[src/rtl/assoc_cache_ctrl.sv]
// Set-associative, write-through / no-write-allocate cache controller with
// round-robin replacement, single outstanding backing-memory transaction.
module assoc_cache_ctrl #(
    parameter int unsigned ADDR_W  = 16,
    parameter int unsigned DATA_W  = 16,
    parameter int unsigned INDEX_W = 5,
    parameter int unsigned WAYS    = 2
) (
    input  logic              clk,
    input  logic              rst,
    input  logic              rd_en,
    input  logic              wr_en,
    input  logic [ADDR_W-1:0] address,
    input  logic [DATA_W-1:0] wdata,
    input  logic              flush,
    output logic [DATA_W-1:0] rdata,
    output logic              freeze,
    output logic              mem_req,
    output logic              mem_we,
    output logic [ADDR_W-1:0] mem_addr,
    output logic [DATA_W-1:0] mem_wdata,
    input  logic [DATA_W-1:0] mem_rdata,
    input  logic              mem_ack,
    output logic [15:0]       hit_cnt,
    output logic [15:0]       miss_cnt
);

    localparam int unsigned SETS  = 1 << INDEX_W;
    localparam int unsigned TAG_W = ADDR_W - INDEX_W;
    localparam int unsigned WAY_W = (WAYS > 1) ? $clog2(WAYS) : 1;

    typedef enum logic [1:0] {IDLE, RD_MISS, WR_THRU} state_t;

    state_t             state_q;
    logic [SETS-1:0]    valid_q [WAYS];
    logic [TAG_W-1:0]   tag_q   [WAYS][SETS];
    logic [DATA_W-1:0]  data_q  [WAYS][SETS];
    logic [WAY_W-1:0]   rr_q    [SETS];

    logic [INDEX_W-1:0] set_idx;
    logic [TAG_W-1:0]   addr_tag;
    logic               hit;
    logic [WAY_W-1:0]   hit_way;
    logic [DATA_W-1:0]  hit_data;
    logic               victim_free;
    logic [WAY_W-1:0]   victim;
    logic [WAY_W-1:0]   rr_next;
    logic               req_rd;
    logic               idle_ok;

    assign set_idx  = address[INDEX_W-1:0];
    assign addr_tag = address[ADDR_W-1:INDEX_W];

    function automatic logic [15:0] sat_inc(input logic [15:0] v);
        return (v == 16'hFFFF) ? v : v + 16'd1;
    endfunction

    // Tag compare across ways; at most one way can match.
    always_comb begin
        hit      = 1'b0;
        hit_way  = '0;
        hit_data = '0;
        for (int w = 0; w < WAYS; w++) begin
            if (valid_q[w][set_idx] && (tag_q[w][set_idx] == addr_tag)) begin
                hit      = 1'b1;
                hit_way  = WAY_W'(w);
                hit_data = data_q[w][set_idx];
            end
        end
    end

    // Victim: lowest invalid way, else the set's round-robin pointer.
    always_comb begin
        victim_free = 1'b0;
        victim      = rr_q[set_idx];
        for (int w = 0; w < WAYS; w++) begin
            if (!victim_free && !valid_q[w][set_idx]) begin
                victim_free = 1'b1;
                victim      = WAY_W'(w);
            end
        end
        rr_next = (rr_q[set_idx] == WAY_W'(WAYS - 1)) ? '0 : WAY_W'(rr_q[set_idx] + 1'b1);
    end

    // Request-side outputs are combinational so hits complete with zero latency.
    always_comb begin
        idle_ok   = !rst && (state_q == IDLE) && !flush;
        req_rd    = idle_ok && rd_en && !wr_en;
        freeze    = 1'b0;
        rdata     = '0;
        mem_req   = 1'b0;
        mem_we    = 1'b0;
        mem_addr  = '0;
        mem_wdata = '0;
        if (!rst) begin
            case (state_q)
                IDLE: begin
                    freeze = flush || wr_en || (rd_en && !hit);
                    if (req_rd && hit) rdata = hit_data;
                end
                RD_MISS: begin
                    freeze   = !mem_ack;
                    mem_req  = 1'b1;
                    mem_addr = address;
                    if (mem_ack) rdata = mem_rdata;
                end
                WR_THRU: begin
                    freeze    = !mem_ack;
                    mem_req   = 1'b1;
                    mem_we    = 1'b1;
                    mem_addr  = address;
                    mem_wdata = wdata;
                end
                default: freeze = 1'b0;
            endcase
        end
    end

    // State, line arrays and statistics; replacement is round-robin, so recency needs no storage.
    always_ff @(posedge clk) begin
        if (rst) begin
            state_q  <= IDLE;
            hit_cnt  <= '0;
            miss_cnt <= '0;
            for (int w = 0; w < WAYS; w++) valid_q[w] <= '0;
            for (int s = 0; s < SETS; s++) rr_q[s] <= '0;
        end else begin
            case (state_q)
                IDLE: begin
                    if (flush) begin
                        for (int w = 0; w < WAYS; w++) valid_q[w] <= '0;
                        for (int s = 0; s < SETS; s++) rr_q[s] <= '0;
                    end else if (wr_en) begin
                        if (hit) begin
                            data_q[hit_way][set_idx] <= wdata;
                            hit_cnt <= sat_inc(hit_cnt);
                        end else begin
                            miss_cnt <= sat_inc(miss_cnt);
                        end
                        state_q <= WR_THRU;
                    end else if (rd_en) begin
                        if (hit) begin
                            hit_cnt <= sat_inc(hit_cnt);
                        end else begin
                            miss_cnt <= sat_inc(miss_cnt);
                            state_q  <= RD_MISS;
                        end
                    end
                end
                RD_MISS: begin
                    if (mem_ack) begin
                        data_q[victim][set_idx]  <= mem_rdata;
                        tag_q[victim][set_idx]   <= addr_tag;
                        valid_q[victim][set_idx] <= 1'b1;
                        if (!victim_free) rr_q[set_idx] <= rr_next;
                        state_q <= IDLE;
                    end
                end
                WR_THRU: begin
                    if (mem_ack) state_q <= IDLE;
                end
                default: state_q <= IDLE;
            endcase
        end
    end

endmodule

[config.mk]
export PLATFORM = sky130hd
export DESIGN_NAME = assoc_cache_ctrl
export DESIGN_NICKNAME = d
export VERILOG_FILES = /design/src/rtl/assoc_cache_ctrl.sv
export SDC_FILE = /design/constraint.sdc
export NUM_CORES = 2
export LEC_CHECK = 0
export ABC_AREA = 1
export BUFFER_PORTS_ARGS = -buffer_cell sky130_fd_sc_hd__buf_2
export CAP_MARGIN = 20
export CORE_MARGIN = 5
export CORE_UTILIZATION = 30
export CTS_BUF_LIST = sky130_fd_sc_hd__clkbuf_2
export CTS_CLUSTER_SIZE = 30
export DETAILED_ROUTE_END_ITERATION = 10
export HOLD_SLACK_MARGIN = 0.15
export MAX_ROUTING_LAYER = met4
export PLACE_DENSITY_LB_ADDON = 0.15
export SLEW_MARGIN = 25
export SYNTH_ARGS = -nofsm -noshare
export SYNTH_HDL_FRONTEND = slang
export SYNTH_SLANG_ARGS = --single-unit
[constraint.sdc]
create_clock -name clk -period 5.1 [get_ports clk]
set_input_delay 1.02 -clock clk [delete_from_list [all_inputs] [get_ports clk]]
set_output_delay 1.02 -clock clk [all_outputs]
set_load 0.01 [all_outputs]
==> flow_summary.yaml <==
run_status:
  status: "complete, but fails checks"
  violations: "negative setup slack"
timing:
  relSlewSlack: 0.186
  final_max_slew_viol_count: 0
  fin_crit_ps: 5550
  hold_slack_ps: 468
  fin_crit_sh: 1.09
  setup_slack_ps: -448
  fmax_mhz: 180
  setup_tns_ps: -6460
  final_hold_viol_count: 0
  rsz0062_at_grt: "true"
  skew_ps: 258
  worst_pin_slew_ps: 1220
  setup_viol: 17
synthesis:
  syn-num-nets: 6006
  synth-seq-cells: 1858
  seq_area_frac_synth: 0.751
  synth_fa_ha_area_frac: 0.00103
  postSynthCellCount: 5946
  synth_top_family_by_area: "simple AND/OR/NAND/NOR gates"
  synth_xor_xnor_area_share: 0.000480
  ys.flop_type: "edfxtp_1"
  synth-simple-area-share: 0.138
  syn_area_sq_um: 73000
  postSynthAreaPerCell_sq_um: 12.3
  yosysWarnings: 0
  synth-compound-area-share: 0.0812
  synthMuxAreaShare: 0
  synth_edf_count: 1760
  ys_async_sr_fraction: 0
  yosys.cell_types.count: 39
clocking:
  clock_path_buffers: 4
  clkSinkCount: 1858
  path_clk_slew_ps: 90
  cts-buffers-inserted: 492
  insertion_delay_ps: 1930
  h-tree-depth: 5
  cts_tree: "yes"
  clockRootBuffer: "clkbuf_2"
cells_and_area:
  multi_input_comb_area_sq_um: 16800
  layout.cells.non_filler: 10371
  layout-drive-gt1-share: 0.215
  stdcell_area_sq_um: 88100
  syn_to_final_growth_pct: 20.8
  nFillCells: 24083
  regArea_sq_um: 54800
  nets: 6899
floorplan:
  rows: 181
  die_w_microns: 503
  dieArea_sq_um: 253000
  core_area_sq_um: 243000
  start_util: 0.301
  die_y_microns: 503
  io_pins: 137
place:
  dp_hpwl_mm: 151
  dpl_cell_area_sq_um: 82600
  dp_cells: 9442
  gp_congestion: 0.839
  port_buffers: 136
power_and_ir_drop:
  power_mw: 29.4
  p_per_area_nw_per_um2: 333
  leakagePower_nw: 32.2
  ir_worst_vdd_mv: 0.172
setup_path:
  r2r_slack_ps: 790
  cp_max_fo: 7
  cp-start-kind: "register"
  required_ps: 4080
  arrival_ps: 4530
  worstSetupPathType: "reg2out"
  r2r-start: "tag_q[0][161]"
  end_kind: "output port"
  r2r_cells: 23
  crit_start: "tag_q[1][15]"
route:
  wl_per_cell_microns: 24.6
  via_per_inst: 4.93
  vias: 51164
  finalWirelength_mm: 256
  initialDrtViolationCount: 4035
  drc: 0
  ant_nets: 0
  first_pass_iters: 6
global_routing:
  grt_overflow: 0
  use_met2: 0.326
  grt_max_degree: 68
  busiest_layer: "met2"
  met3_usage: 0.0315
  grt_pass1_vias: 50552
  grt_use_total: 0.203
  grt_pass1_wl_mm: 364
  antenna_found_initial: 9
  grt.met1_usage: 0.271
min_path:
  holdPathStages: 2
  hold_start: "valid_q[0][14]"
  worstHoldPathType: "reg2reg"
run:
  maxCapViolCount: 0
==> layer usage <==
metal	wire length [microns]	share of wire	up-vias
li1	-	-	23427
met4	5180	0.020	0
met5	0	0	-
met2	123000	0.48	1690
met3	14200	0.055	341
met1	114000	0.44	25706
==> placed cells by master, fill, tap and decap left out, types with 8 or more instances in the layout <==
master | synthesis | final
a21oi_1 | 64 | 56
a22oi_1 | 21 | 21
buf_12 | 0 | 175
buf_2 | 71 | 123
buf_4 | 6 | 334
clkbuf_2 | 0 | 740
clkinv_1 | 2 | 58
clkinv_2 | 0 | 9
dfxtp_1 | 98 | 98
diode_2 | 0 | 10
dlygate4sd3_1 | 0 | 92
edfxtp_1 | 1760 | 1760
inv_1 | 165 | 164
inv_2 | 8 | 8
nand2_1 | 1976 | 1952
nand2_2 | 3 | 21
nand3_1 | 107 | 106
nand4_1 | 77 | 77
nor2_1 | 338 | 279
nor2_2 | 1 | 44
nor2_4 | 1 | 17
nor3_1 | 53 | 45
o21ai_0 | 340 | 336
o221ai_1 | 24 | 24
o22a_1 | 24 | 24
o22ai_1 | 509 | 493
o22ai_4 | 0 | 16
==> kinds of logic (layout without fill, tap and decap cells) <==
family / count (synthesis) / after routing
and+or+nand+nor: 2571 / 2571
DFF: 1858 / 1858
AOI/OAI and AO/OA: 999 / 999
buffers and inverters: 508 / 1721
adders and majority gates: 6 / 6
xor gates and xnor gates: 4 / 4
other: 0 / 10
==> worst paths after layout <==
check                                 endpoint
worst min-delay path            valid_q[0][14]
worst max register to register      state_q[1]
worst max-delay path                  rdata[4]
worst min register to register  valid_q[0][14]
==> power by group <==
group | switching (mW) | internal, mW
sequential | 0.0205 | 16.9
clock | 6.07 | 3.98
combinational | 1.71 | 0.742
==> layout make-up <==
| class | instances | area share |
|---|---|---|
| diodes | 10 | 0.000284 |
| clock inverters | 74 | 0.00454 |
| clock buffers | 740 | 0.0420 |
| multi-input cells | 3580 | 0.191 |
| well taps | 3202 | 0.0455 |
| flip-flops and latches | 1858 | 0.622 |
| repair buffers | 732 | 0.0872 |
| inverters | 175 | 0.00778 |
==> registers in the layout (all words and copies together), names as in the netlist <==
signal and count:
data_q 1024, hit_cnt 16, miss_cnt 16, rr_q 32, state_q 2, tag_q 704, valid_q 64
==> what timing repair did <==
action / in CTS / in global routing
resized for setup: 58 / 34
gates cloned: 1 / 1
hold buffers: 96 / 0
setup endpoints to repair: 17 / 17
hold endpoints to repair: 2910 / 0
setup buffers: 6 / 2
pin swaps: 10 / 18
==> cells in the mapped netlist (all sizes together), types with 2 or more instances <==
cell | instances | area share
clkbuf | 214 | 0.011
nand3 | 107 | 0.0073
o22a | 24 | 0.0029
nand2 | 1979 | 0.10
buf | 119 | 0.0076
clkinv | 2 | 0.00010
or2 | 6 | 0.00051
inv | 173 | 0.0089
o22ai | 509 | 0.044
a21oi | 65 | 0.0045
a221oi | 5 | 0.00060
a22o | 7 | 0.00084
nor3 | 53 | 0.0036
nand4 | 77 | 0.0066
a22oi | 21 | 0.0022
o21ai | 343 | 0.024
nor2 | 340 | 0.018
ha | 6 | 0.0010
nor3b | 2 | 0.00021
o221ai | 24 | 0.0029
edfxtp | 1760 | 0.72
nor4 | 4 | 0.00034
xnor2 | 3 | 0.00036
dfxtp | 98 | 0.027
==> critical path, cell delays in order (launching register included) <==
cell	delay, ps
edfxtp_1	370
nand2_1	70
nand2_1	80
o21ai_0	190
buf_4	150
nand2_1	80
nor2_4	180
nand2_1	90
nand2_1	60
nand2_1	50
nand3_1	70
nor2_1	50
nand2_2	90
buf_6	170
inv_8	70
clkbuf_16	180
nor3_1	350
o21ai_4	80
a21oi_2	120
buf_2	150
==> stage by stage <==
step,setup slack (ps),utilization
CTS,-798,0.362
floorplan,901,-
finish,-448,0.363
global route,-958,0.363
global placement,-297,0.340
detailed placement,-306,0.340
Power figures use the tool's default switching activity.
